File: src/rtl/nn_weight_loader.sv
// Neuron weight/bias configuration bus driver: unpacks host record stream.
// Optional CFG_CHECKSUM_EN adds a trailing load checksum word (CHK state).
module nn_weight_loader #(
    parameter int NUM_RECORDS = 32,
    parameter int MAX_WEIGHTS = 1024,
    parameter int CNT_W       = 16
) (
    input  logic        clk,
    input  logic        rst_n,
    input  logic        start,
    input  logic [31:0] s_data,
    input  logic        s_valid,
    output logic        s_ready,
    output logic        weightValid,
    output logic [31:0] weightValue,
    output logic        biasValid,
    output logic [31:0] biasValue,
    output logic [31:0] config_layer_num,
    output logic [31:0] config_neuron_num,
    output logic        busy,
    output logic        done,
    output logic        err
);

    localparam int RW = $clog2(NUM_RECORDS) + 1;

    typedef enum logic [2:0] {
        S_IDLE,
        S_HDR,
        S_WGT,
        S_BIAS,
        S_DRAIN,
`ifdef CFG_CHECKSUM_EN
        S_CHK,
`endif
        S_END
    } state_t;

    state_t           state;
    state_t           next_state;
    state_t           exit_state;
    logic [CNT_W-1:0] wcnt;
    logic [CNT_W:0]   dcnt;
    logic [RW-1:0]    rec_cnt;
    logic             xfer;
    logic [CNT_W-1:0] hdr_n;
    logic             hdr_ok;
    logic             last_rec;
    logic             rec_end;
`ifdef CFG_CHECKSUM_EN
    logic [31:0]      sum;
`endif

    assign xfer     = s_valid & s_ready;
    assign hdr_n    = s_data[CNT_W-1:0];
    assign hdr_ok   = (hdr_n != '0) && (32'(hdr_n) <= 32'(MAX_WEIGHTS));
    assign last_rec = rec_cnt == RW'(NUM_RECORDS - 1);
    assign rec_end  = xfer && ((state == S_BIAS) ||
                      (state == S_DRAIN && dcnt == (CNT_W+1)'(1)));

`ifdef CFG_CHECKSUM_EN
    assign exit_state = last_rec ? S_CHK : S_HDR;
`else
    assign exit_state = last_rec ? S_END : S_HDR;
`endif

    always_ff @(posedge clk or negedge rst_n) begin
        if (!rst_n) state <= S_IDLE;
        else        state <= next_state;
    end

    always_comb begin
        next_state = state;
        unique case (state)
            S_IDLE:  if (start) next_state = S_HDR;
            S_HDR:   if (xfer) next_state = hdr_ok ? S_WGT : S_DRAIN;
            S_WGT:   if (xfer && wcnt == CNT_W'(1)) next_state = S_BIAS;
            S_BIAS:  if (xfer) next_state = exit_state;
            S_DRAIN: if (rec_end) next_state = exit_state;
`ifdef CFG_CHECKSUM_EN
            S_CHK:   if (xfer) next_state = S_END;
`endif
            S_END:   next_state = S_IDLE;
            default: next_state = S_IDLE;
        endcase
    end

    always_comb begin
        s_ready = 1'b0;
        busy    = 1'b0;
        unique case (state)
            S_IDLE:  ;
            S_END:   busy = 1'b1;
            default: begin
                s_ready = 1'b1;
                busy    = 1'b1;
            end
        endcase
    end

    always_ff @(posedge clk or negedge rst_n) begin
        if (!rst_n) begin
            weightValid       <= 1'b0;
            weightValue       <= '0;
            biasValid         <= 1'b0;
            biasValue         <= '0;
            config_layer_num  <= '0;
            config_neuron_num <= '0;
            done              <= 1'b0;
            err               <= 1'b0;
            wcnt              <= '0;
            dcnt              <= '0;
            rec_cnt           <= '0;
        end else begin
            weightValid <= xfer && state == S_WGT;
            biasValid   <= xfer && state == S_BIAS;
            done        <= state == S_END;
            if (state == S_IDLE && start) begin
                err     <= 1'b0;
                rec_cnt <= '0;
            end
            if (xfer && state == S_WGT) begin
                weightValue <= s_data;
                wcnt        <= wcnt - CNT_W'(1);
            end
            if (xfer && state == S_BIAS)
                biasValue <= s_data;
            if (xfer && state == S_DRAIN)
                dcnt <= dcnt - (CNT_W+1)'(1);
            if (xfer && state == S_HDR) begin
                if (hdr_ok) begin
                    config_layer_num  <= {24'd0, s_data[31:24]};
                    config_neuron_num <= {24'd0, s_data[23:16]};
                    wcnt              <= hdr_n;
                end else begin
                    // Malformed record: swallow its N words plus the bias
                    err  <= 1'b1;
                    dcnt <= (CNT_W+1)'(hdr_n) + (CNT_W+1)'(1);
                end
            end
            if (rec_end)
                rec_cnt <= rec_cnt + RW'(1);
`ifdef CFG_CHECKSUM_EN
            if (xfer && state == S_CHK && s_data != sum)
                err <= 1'b1;
`endif
        end
    end

`ifdef CFG_CHECKSUM_EN
    always_ff @(posedge clk or negedge rst_n) begin
        if (!rst_n)
            sum <= '0;
        else if (state == S_IDLE && start)
            sum <= '0;
        else if (xfer && state != S_CHK)
            sum <= sum + s_data;
    end
`endif

endmodule

File: config.mk
export PLATFORM = sky130hd
export DESIGN_NAME = nn_weight_loader
export DESIGN_NICKNAME = d
export VERILOG_FILES = /design/src/rtl/nn_weight_loader.sv
export SDC_FILE = /design/constraint.sdc
export NUM_CORES = 1
export LEC_CHECK = 0
export BUFFER_PORTS_ARGS = -buffer_cell sky130_fd_sc_hd__buf_4
export CAP_MARGIN = 0
export CORE_UTILIZATION = 25
export CTS_CLUSTER_SIZE = 40
export DETAILED_ROUTE_END_ITERATION = 10
export PLACE_DENSITY = 0.55
export SYNTH_ARGS = -nofsm -noshare
export SYNTH_HDL_FRONTEND = slang
export SYNTH_SLANG_ARGS = --single-unit
File: constraint.sdc
create_clock -name clk -period 4.6 [get_ports clk]
set_input_delay 1.15 -clock clk [delete_from_list [all_inputs] [get_ports clk]]
set_output_delay 1.15 -clock clk [all_outputs]
set_load 0.05 [all_outputs]
==> reports/metrics.cfg, run 1 <==
[run_status]
status=finished, final reports clean

[drt]
first_pass_iters=4
via_per_inst=4.209
drc=0
drtAntennaViolNets=0
vias=4449
wl_um=15170
drtIter0Drc=254
detail_route.wl_per_cell_um=14.35

[finish]
diodes=0
nFillCells=2531
final_layout_size_suffix_gt1_share_pct=28.38
nets=763
syn_to_final_growth_pct=24.82

[die]
num_rows=57
placeableCoreArea_mm2=0.02460
io_pins=170
die_x_um=161.1
die_height_um=161.1
dieArea_mm2=0.02596
initial_core_util_pct=25.73

[clock_tree]
insertion_delay_ps=420
cts_buffers=17
hold_buffers=0
tritoncts=built
clk_pin_slew_ps=60
clockBufferDepth=2
cts_resized=0
root_buffer=clkbuf_16
htree_levels=4
cts_sinks=126
cts_setup_buffers=0

[power]
clkPwrFrac_pct=37.2
seqPwrFrac_pct=37.7
leakage_nw=4.010
power.density_mw_per_mm2=466.4
switching_share_pct=35.11
pwr-share-comb_pct=25.1
intPower_mw=2.391
p_switching_mw=1.294
vdd_drop_max_v=0.0002882

[global_route]
grt_use_met3_pct=5.547
grt_max_degree=68
use_met2_pct=18.99
grt_antenna_before_repair=0
gr-usage-all-layers_pct=12.30
grt_pass1_wl_um=24780
grt_most_used_layer=met2
use_met1_pct=15.40
first_global_vias=4518
overflow=0

[sta]
rsz0062_at_grt=false
clock.fmax_ghz=0.3132
setup_ws_ps=1407
finalMaxSlewViolations=0
skew_ps=9.535
finalHoldViolations=0
fin_setup_tns_ps=0
worst_slew_pin_slew_ps=1067
finalCritPeriodShare_pct=69.41
slew_headroom_pct=28.81
setup_viol_count_final=0
period_minus_slack_ps=3193

[place]
post-place-ws_ps=973.8
port_buffers=121
place_congestion=0.7276
hpwl_um=10740

[logic_synthesis]
synth-seq-cells=126
syn_area_per_cell_um2=10.53
synth_area_mm2=0.006331
yosys.area.top_type=dfrtp_1
synth_edf_count=0
ys_types=50
synthFlopType=dfrtp_1
postSynth.asyncResetShare_pct=100.0
ys_warn_count=0
syn-instance-count=601
ys_seq_area_share_pct=49.80
synth_top_area_share_pct=49.80
synth_area_leaders=dfrtp_1 (50%), nand2_1 (7.6%), mux2_2 (6.6%)

[setup_path]
cp_slowest_cell=or3b_2
critPathMaxFanout=11
arrival_ps=3530
crit_required_ps=4940
crit_type=primary input to flip-flop
cp_num_buf_inv=3
crit_path_frequent_cell=buf_4
max_stage_delay_ps=520
start_kind=primary input
cp-end-kind=flip-flop
worstPathCellList=buf_4 > inv_1 > ha_1 > or3b_2 > o31ai_4 > or3b_1 > nand3_1 > buf_4 > mux2i_1
cp_top_family=simple AND/OR/NAND/NOR gates

[hold_path]
hp-class=flip-flop to flip-flop

[job]
max-cap-violations=0

## cell usage after synthesis (3+ instances only)
master / count
o21ai_0: 19
nor2_1: 24
ha_1: 7
mux2_2: 37
or3_1: 13
nand4_1: 10
mux2_1: 13
clkbuf_8: 6
inv_1: 11
nor3b_1: 3
nor4_1: 7
a21oi_1: 9
clkbuf_1: 10
dfrtp_1: 126
mux2i_1: 18
buf_4: 51
xnor2_1: 26
and3_1: 3
nand3_1: 12
buf_2: 4
nor3_1: 11
nand2_1: 128
xor2_1: 19
## stage by stage
step | cell area (µm²) | total power, mW | hold slack (ps) | std cells | util [%]
after CTS | 7903 | 3.733 | 481.1 | 1057 | 32.12
after global placement | 7302 | 2.333 | 461.3 | 1025 | 29.68
after global routing | 7903 | 3.877 | 504.0 | 1057 | 32.12
final | 7903 | 3.686 | 475.7 | 1057 | 32.12
after floorplan | 6507 | 2.122 | 490.3 | 648 | -
after detailed placement | 7302 | 2.339 | 466.5 | 1025 | 29.68
## power groups by stage
stage	Combinational, mW	Sequential, mW	Clock, mW
after floorplan	0.557	1.56	0
after global placement	0.929	1.40	0
after detailed placement	0.932	1.41	0
after CTS	0.937	1.39	1.41
after global routing	1.00	1.42	1.46
final	0.926	1.39	1.37
## state kept, by name, summed over array words and instances (netlist names)
signal and cells:
biasValid 1, biasValue 32, config_layer_num 8, config_neuron_num 8
dcnt 17, done 1, err 1, rec_cnt 6
state 3, wcnt 16, weightValid 1, weightValue 32
## logic make-up after synthesis
kind of cell / Yosys count / synth area share, %
AO/OA/AOI/OAI: 37 / 3.518
XOR/XNOR: 45 / 6.225
adder cells (fa/ha/maj): 7 / 1.383
buffers and inverters: 87 / 9.881
flip-flops: 126 / 49.80
multiplexers: 68 / 11.74
other: 1 / 0.05923
AND/OR/NAND/NOR: 230 / 17.39
## final timing paths
check | from | to | slack (ps) | cells past startpoint
max | s_data[0] | dcnt[10]$_DFF_PN0_ | 1410 | 9
min | biasValue[8]$_DFFE_PN0P_ | biasValue[8]$_DFFE_PN0P_ | 480 | 2
max reg2reg | dcnt[11]$_DFF_PN0_ | rec_cnt[3]$_DFFE_PN0P_ | 2070 | 5
min reg2reg | biasValue[8]$_DFFE_PN0P_ | biasValue[8]$_DFFE_PN0P_ | 480 | 2
max in group asynchronous | rst_n | biasValue[2]$_DFFE_PN0P_ | 2890 | 2
min in group asynchronous | rst_n | weightValue[29]$_DFFE_PN0P_ | 820 | 1
## tightest hold or removal path: cells and delay by family (launching register included)
family           cells  cell delay (ps)
AND/OR/NAND/NOR      2              100
flip-flops           1              340
## routing by layer
layer	wire length (µm)	up-vias
met3	1231	12
met4	193	0
met2	6923	136
met1	6819	2141
li1	-	2160
met5	0	-
## cell usage in the layout, fill, tap and decap left out, types with 3 or more instances in the layout
master / count
conb_1: 48
clkbuf_16: 17
nand4_1: 10
inv_6: 4
clkinv_4: 3
a21oi_1: 9
nand2_1: 128
xnor2_1: 26
nor3b_1: 3
nor4_1: 7
o21ai_0: 19
ha_1: 7
nand3_1: 11
nor2_1: 24
mux2_2: 37
and3_1: 3
or3_1: 13
inv_1: 11
mux2i_1: 18
dfrtp_1: 126
inv_8: 3
nor3_1: 11
buf_4: 129
xor2_1: 19
mux2_1: 13
## area by class of cell
class	count	area, µm²	share of cell area, %
clock inverters	15	175.2	2.217
well taps	324	405.4	5.130
multi-input cells	435	2734	34.59
clock buffers	17	425.4	5.383
inverters	11	41.29	0.5225
flip-flops and latches	126	3153	39.90
repair buffers	129	968.4	12.25
(Power assumes the default switching activity.)
==> run 2: changes to the inputs <==
clock period = 3 ns   (was 4.6 ns; I/O delays follow)
==> reports/metrics.cfg, run 2 (synthesized netlist as in run 1, its figures left out) <==
[finish]
nFillCells=2523  ; -0.32%
finalNonFillerCells=1064  ; +0.66%
final_layout_size_suffix_gt1_share_pct=29.05  ; +0.68 points
syn_to_final_growth_pct=26.82
nets=770  ; +0.92%
top_regs=biasValue (32), weightValue (32), dcnt (17)
diodes=0  ; unchanged
final_common_cell=buf_4
layout_common_cells=buf_4 (134), nand2_1 (128), dfrtp_1 (126)

[sta]
fin_setup_tns_ps=0  ; unchanged
skew_ps=9.891  ; +0.3556 ps
slew_headroom_pct=60.76  ; +32 points
clock.fmax_ghz=0.3808
finalCritPeriodShare_pct=87.53
worst_slew_pin_slew_ps=584.1  ; -482.6 ps
finalMaxSlewViolations=0  ; unchanged
setup_viol_count_final=0  ; unchanged
period_minus_slack_ps=2626
finalHoldViolations=0  ; unchanged
rsz0062_at_grt=false
hold_slack_ps=221.0  ; -254.7 ps

[setup_path]
worstPathCellList=nor2b_1 > and2_1 > nor2_1 > buf_4
path_depth=4  ; -5
cp-end-kind=primary output
max_stage_delay_ps=520  ; about the same
arrival_ps=1880  ; -1650 ps
cp_top_family=simple AND/OR/NAND/NOR gates
cp_num_buf_inv=1  ; -2
crit_required_ps=2250  ; -2690 ps
crit_type=flip-flop to primary output
critPathMaxFanout=10  ; -1
cp_slowest_cell=dfrtp_1
start_kind=flip-flop
reg2regPathDepth=5  ; unchanged

[die]
dieArea_mm2=0.02596  ; unchanged
placeableCoreArea_mm2=0.02460  ; unchanged
io_pins=170  ; unchanged
die_x_um=161.1  ; unchanged
num_rows=57  ; unchanged
initial_core_util_pct=25.73  ; unchanged
die_height_um=161.1  ; unchanged

[place]
place_congestion=0.7469  ; +2.7%
port_buffers=121  ; unchanged
dp_cells=1032  ; +0.68%
hpwl_um=10880  ; +1.3%

[global_route]
gr-usage-all-layers_pct=12.40  ; +0.10 points
grt_antenna_before_repair=0  ; unchanged
overflow=0  ; unchanged
grt_max_degree=76  ; +12%
first_global_vias=4481  ; -0.82%
grt_pass1_wl_um=24900  ; +0.50%

[power]
pwr-share-comb_pct=24.6  ; -0.5 points
p_switching_mw=1.912  ; +48%
switching_share_pct=32.95  ; -2.2 points
leakage_nw=4.071  ; +1.5%
vdd_drop_max_v=0.0004086  ; +42%
seqPwrFrac_pct=36.7  ; -1.0 points
intPower_mw=3.890  ; +63%
fin_total_pwr_mw=5.802  ; +57%
clkPwrFrac_pct=38.6  ; +1.4 points
power.density_mw_per_mm2=722.7  ; +55%

[clock_tree]
root_buffer=clkbuf_16
cts_setup_buffers=0  ; unchanged
tritoncts=built
clockBufferDepth=2  ; unchanged
cts_resized=0  ; unchanged
cts_buffers=17  ; unchanged
cts_sinks=126  ; unchanged
clk_pin_slew_ps=60  ; about the same
hold_buffers=0  ; unchanged
insertion_delay_ps=410  ; about the same
htree_levels=4  ; unchanged

[drt]
vias=4481  ; +0.72%
first_pass_iters=4  ; unchanged
detail_route.wl_per_cell_um=14.35  ; about the same
drtIter0Drc=153  ; -40%
wl_um=15270  ; +0.68%
via_per_inst=4.211  ; about the same
drtAntennaViolNets=0  ; unchanged
drc=0  ; unchanged

[job]
max-cap-violations=0  ; unchanged

[run_status]
status=finished, final reports clean

[hold_path]
hp-class=primary input to asynchronous set/reset pin

==> run 2: cell types whose count changed in the layout (fill, tap and decap cells not counted), sizes merged <==
cell / delta
inv: -5
clkbuf: +3
clkinvlp: +1
bufinv: +2
buf: +7
clkinv: -1
==> run 2: worst paths after layout <==
kind	start	slack [ps]	to
worst min-delay path	rst_n	220	weightValue[29]$_DFFE_PN0P_
worst max register to register	dcnt[11]$_DFF_PN0_	670	rec_cnt[3]$_DFFE_PN0P_
min in group clk	err$_DFF_PN0_	470	err$_DFF_PN0_
max in group asynchronous	rst_n	2040	weightValue[11]$_DFFE_PN0P_
worst max-delay path	state[0]$_DFFE_PN0P_	370	s_ready
worst min register to register	err$_DFF_PN0_	470	err$_DFF_PN0_
==> run 2: final cells by class <==
| cell class | count | area, µm² | area share [%] |
|---|---|---|---|
| multi-input cells | 435 | 2734 | 34.05 |
| clock buffers | 20 | 466.7 | 5.813 |
| inverters | 11 | 41.29 | 0.5143 |
| well taps | 324 | 405.4 | 5.049 |
| flip-flops and latches | 126 | 3153 | 39.27 |
| repair buffers | 136 | 1046 | 13.03 |
| clock inverters | 12 | 182.7 | 2.275 |
==> run 2: metrics by stage <==
stage	utilization (%)	worst slack, ps	area (µm²)
after floorplan	-	257.6	6507
after global placement	29.99	150.5	7380
after detailed placement	29.99	113.0	7380
after CTS	32.63	314.6	8029
after global routing	32.63	190.2	8029
final	32.63	374.0	8029
==> run 2: power by group through the flow <==
stage / sequential (mW) / combinational (mW) / clock, mW
2_1_floorplan: 2.40 / 0.855 / 0
3_3_place_gp: 2.15 / 1.43 / 0
3_5_place_dp: 2.16 / 1.45 / 0
4_1_cts: 2.13 / 1.45 / 2.29
5_1_grt: 2.17 / 1.55 / 2.36
6_report: 2.13 / 1.43 / 2.24
==> run 2: layer usage <==
metal,part of all wire (%),wire length [µm],global-route usage (%),up-vias
met4,0.99,151,3.731,0
met2,45,6827,18.42,149
met1,45,6941,16.02,2144
met3,8.8,1350,5.650,16
li1,-,-,-,2172
met5,0,0,0,-
==> run 3: changes to the inputs <==
CORE_UTILIZATION = 53   (was 25)
PLACE_DENSITY = 0.9   (was 0.55)
==> reports/metrics.cfg, run 3 (synthesized netlist as in run 1, its figures left out) <==
[run_status]
status=complete, but fails checks
violations=design-rule violations

[drt]
drc=18  ; +18
drtIter0Drc=357  ; +130%
first_pass_iters=8  ; +4
wl_um=15920  ; +4.2%
vias=4849  ; +8.2%
via_per_inst=5.529  ; +31%
detail_route.wl_per_cell_um=18.15  ; +26%
drtAntennaViolNets=0  ; unchanged

[power]
clkPwrFrac_pct=37.6  ; -1.0 points
seqPwrFrac_pct=37.3  ; +0.6 points
p_switching_mw=1.986  ; +3.9%
power.density_mw_per_mm2=742.7  ; +2.8%
intPower_mw=3.769  ; -3.1%
switching_share_pct=34.51  ; +1.6 points
leakage_nw=4.045  ; -0.63%
pwr-share-comb_pct=25.2  ; +0.6 points
vdd_drop_max_v=0.0005467  ; +34%

[setup_path]
arrival_ps=1770  ; -110 ps
cp-end-kind=primary output
cp_top_family=simple AND/OR/NAND/NOR gates
start_kind=flip-flop
worstPathCellList=nor2b_1 > and2_1 > nor2_1 > buf_4
critPathMaxFanout=10  ; unchanged
crit_required_ps=2250  ; about the same
max_stage_delay_ps=500  ; -20 ps
cp_num_buf_inv=1  ; unchanged
crit_type=flip-flop to primary output
cp_slowest_cell=dfrtp_1

[place]
port_buffers=121  ; unchanged
place_congestion=0.8146  ; +9.1%
place_area_mm2=0.007128  ; -3.4%
post-place-ws_ps=117.7  ; +4.725 ps
hpwl_um=10350  ; -4.9%

[die]
placeableCoreArea_mm2=0.01152  ; -53%
die_height_um=111.3  ; -31%
io_pins=170  ; unchanged
initial_core_util_pct=54.98  ; +29 points
die_x_um=111.3  ; -31%
num_rows=39  ; -32%
dieArea_mm2=0.01239  ; -52%

[finish]
diodes=0  ; unchanged
nFillCells=726  ; -71%
nets=764  ; -0.78%
syn_to_final_growth_pct=22.39
layout_common_cells=nand2_1 (128), dfrtp_1 (126), buf_4 (126)
multi_input_area_mm2=0.002729  ; -0.18%
top_regs=biasValue (32), weightValue (32), dcnt (17)
final_common_cell=nand2_1
final_cell_area_mm2=0.007749  ; -3.5%
final-seq-area_mm2=0.003153  ; unchanged
final_layout_size_suffix_gt1_share_pct=28.34  ; -0.72 points

[clock_tree]
htree_levels=4  ; unchanged
tritoncts=built
root_buffer=clkbuf_16
cts_buffers=17  ; unchanged
clk_pin_slew_ps=60  ; about the same
cts_sinks=126  ; unchanged
clockBufferDepth=2  ; unchanged
insertion_delay_ps=430  ; +20 ps
cts_resized=0  ; unchanged
cts_setup_buffers=0  ; unchanged
hold_buffers=0  ; unchanged

[sta]
setup_viol_count_final=0  ; unchanged
setup_ws_ps=477.6  ; +103.6 ps
finalMaxSlewViolations=0  ; unchanged
rsz0062_at_grt=false
slew_headroom_pct=51.59  ; -9.2 points
finalCritPeriodShare_pct=84.08  ; -3.5 points
skew_ps=7.344  ; -2.546 ps
finalHoldViolations=0  ; unchanged
period_minus_slack_ps=2522  ; -103.6 ps
fin_setup_tns_ps=0  ; unchanged
clock.fmax_ghz=0.3964  ; +4.1%
worst_slew_pin_slew_ps=719.6  ; +135.4 ps

[hold_path]
hp-class=primary input to asynchronous set/reset pin

[global_route]
grt_antenna_before_repair=0  ; unchanged
overflow=0  ; unchanged
grt_pass1_wl_um=25720  ; +3.3%
gr-usage-all-layers_pct=27.01  ; +15 points
first_global_vias=5123  ; +14%
grt_max_degree=45  ; -41%

[job]
max-cap-violations=0  ; unchanged

## run 3: cell count changes in the layout (fill, tap and decap cells not counted), sizes merged
| cell | previous run | this run |
|---|---|---|
| bufinv | 4 | 3 |
| inv | 13 | 15 |
| clkinv | 3 | 6 |
| clkinvlp | 3 | 1 |
| clkbuf | 20 | 18 |
| buf | 136 | 130 |
## run 3: layer usage
layer / up-vias / routed length [µm] / GRT usage [%]
li1: 2159 / - / -
met1: 2382 / 5961 / 29.82
met3: 52 / 1256 / 9.349
met5: - / 0 / 0
met2: 256 / 8079 / 46.08
met4: 0 / 620 / 13.78
## run 3: final cells by class
| cell class | instances | area share, % |
|---|---|---|
| repair buffers | 130 | 13.24 |
| inverters | 11 | 0.5329 |
| multi-input cells | 435 | 35.22 |
| clock buffers | 18 | 5.668 |
| well taps | 143 | 2.309 |
| clock inverters | 14 | 2.341 |
| flip-flops and latches | 126 | 40.69 |
## run 3: power groups by stage
stage | sequential [mW] | clock (mW) | combinational (mW)
finish | 2.15 | 2.16 | 1.45
global route | 2.18 | 2.25 | 1.55
CTS | 2.14 | 2.17 | 1.45
detailed placement | 2.16 | 0 | 1.43
global placement | 2.14 | 0 | 1.38
floorplan | 2.40 | 0 | 0.855
## run 3: path summary, 6_finish.rpt
kind	start	endpoint	cells after the start	slack [ps]
worst max-delay path	state[0]$_DFFE_PN0P_	s_ready	4	480
worst min-delay path	rst_n	config_layer_num[5]$_DFFE_PN0P_	1	320
worst max register to register	state[2]$_DFFE_PN0P_	wcnt[6]$_DFF_PN0_	5	810
worst min register to register	biasValue[30]$_DFFE_PN0P_	biasValue[30]$_DFFE_PN0P_	2	490
max in group asynchronous	rst_n	biasValue[3]$_DFFE_PN0P_	2	2050
min in group clk	biasValue[30]$_DFFE_PN0P_	biasValue[30]$_DFFE_PN0P_	2	490
## run 3: per-stage QoR
stage	total power [mW]	util (%)	instances	hold slack [ps]
after detailed placement	3.591	61.90	845	466.6
final	5.755	67.29	877	316.8
after CTS	5.759	67.29	877	325.3
after global routing	5.976	67.29	877	353.6
after floorplan	3.254	-	648	454.4
after global placement	3.523	61.90	845	459.0
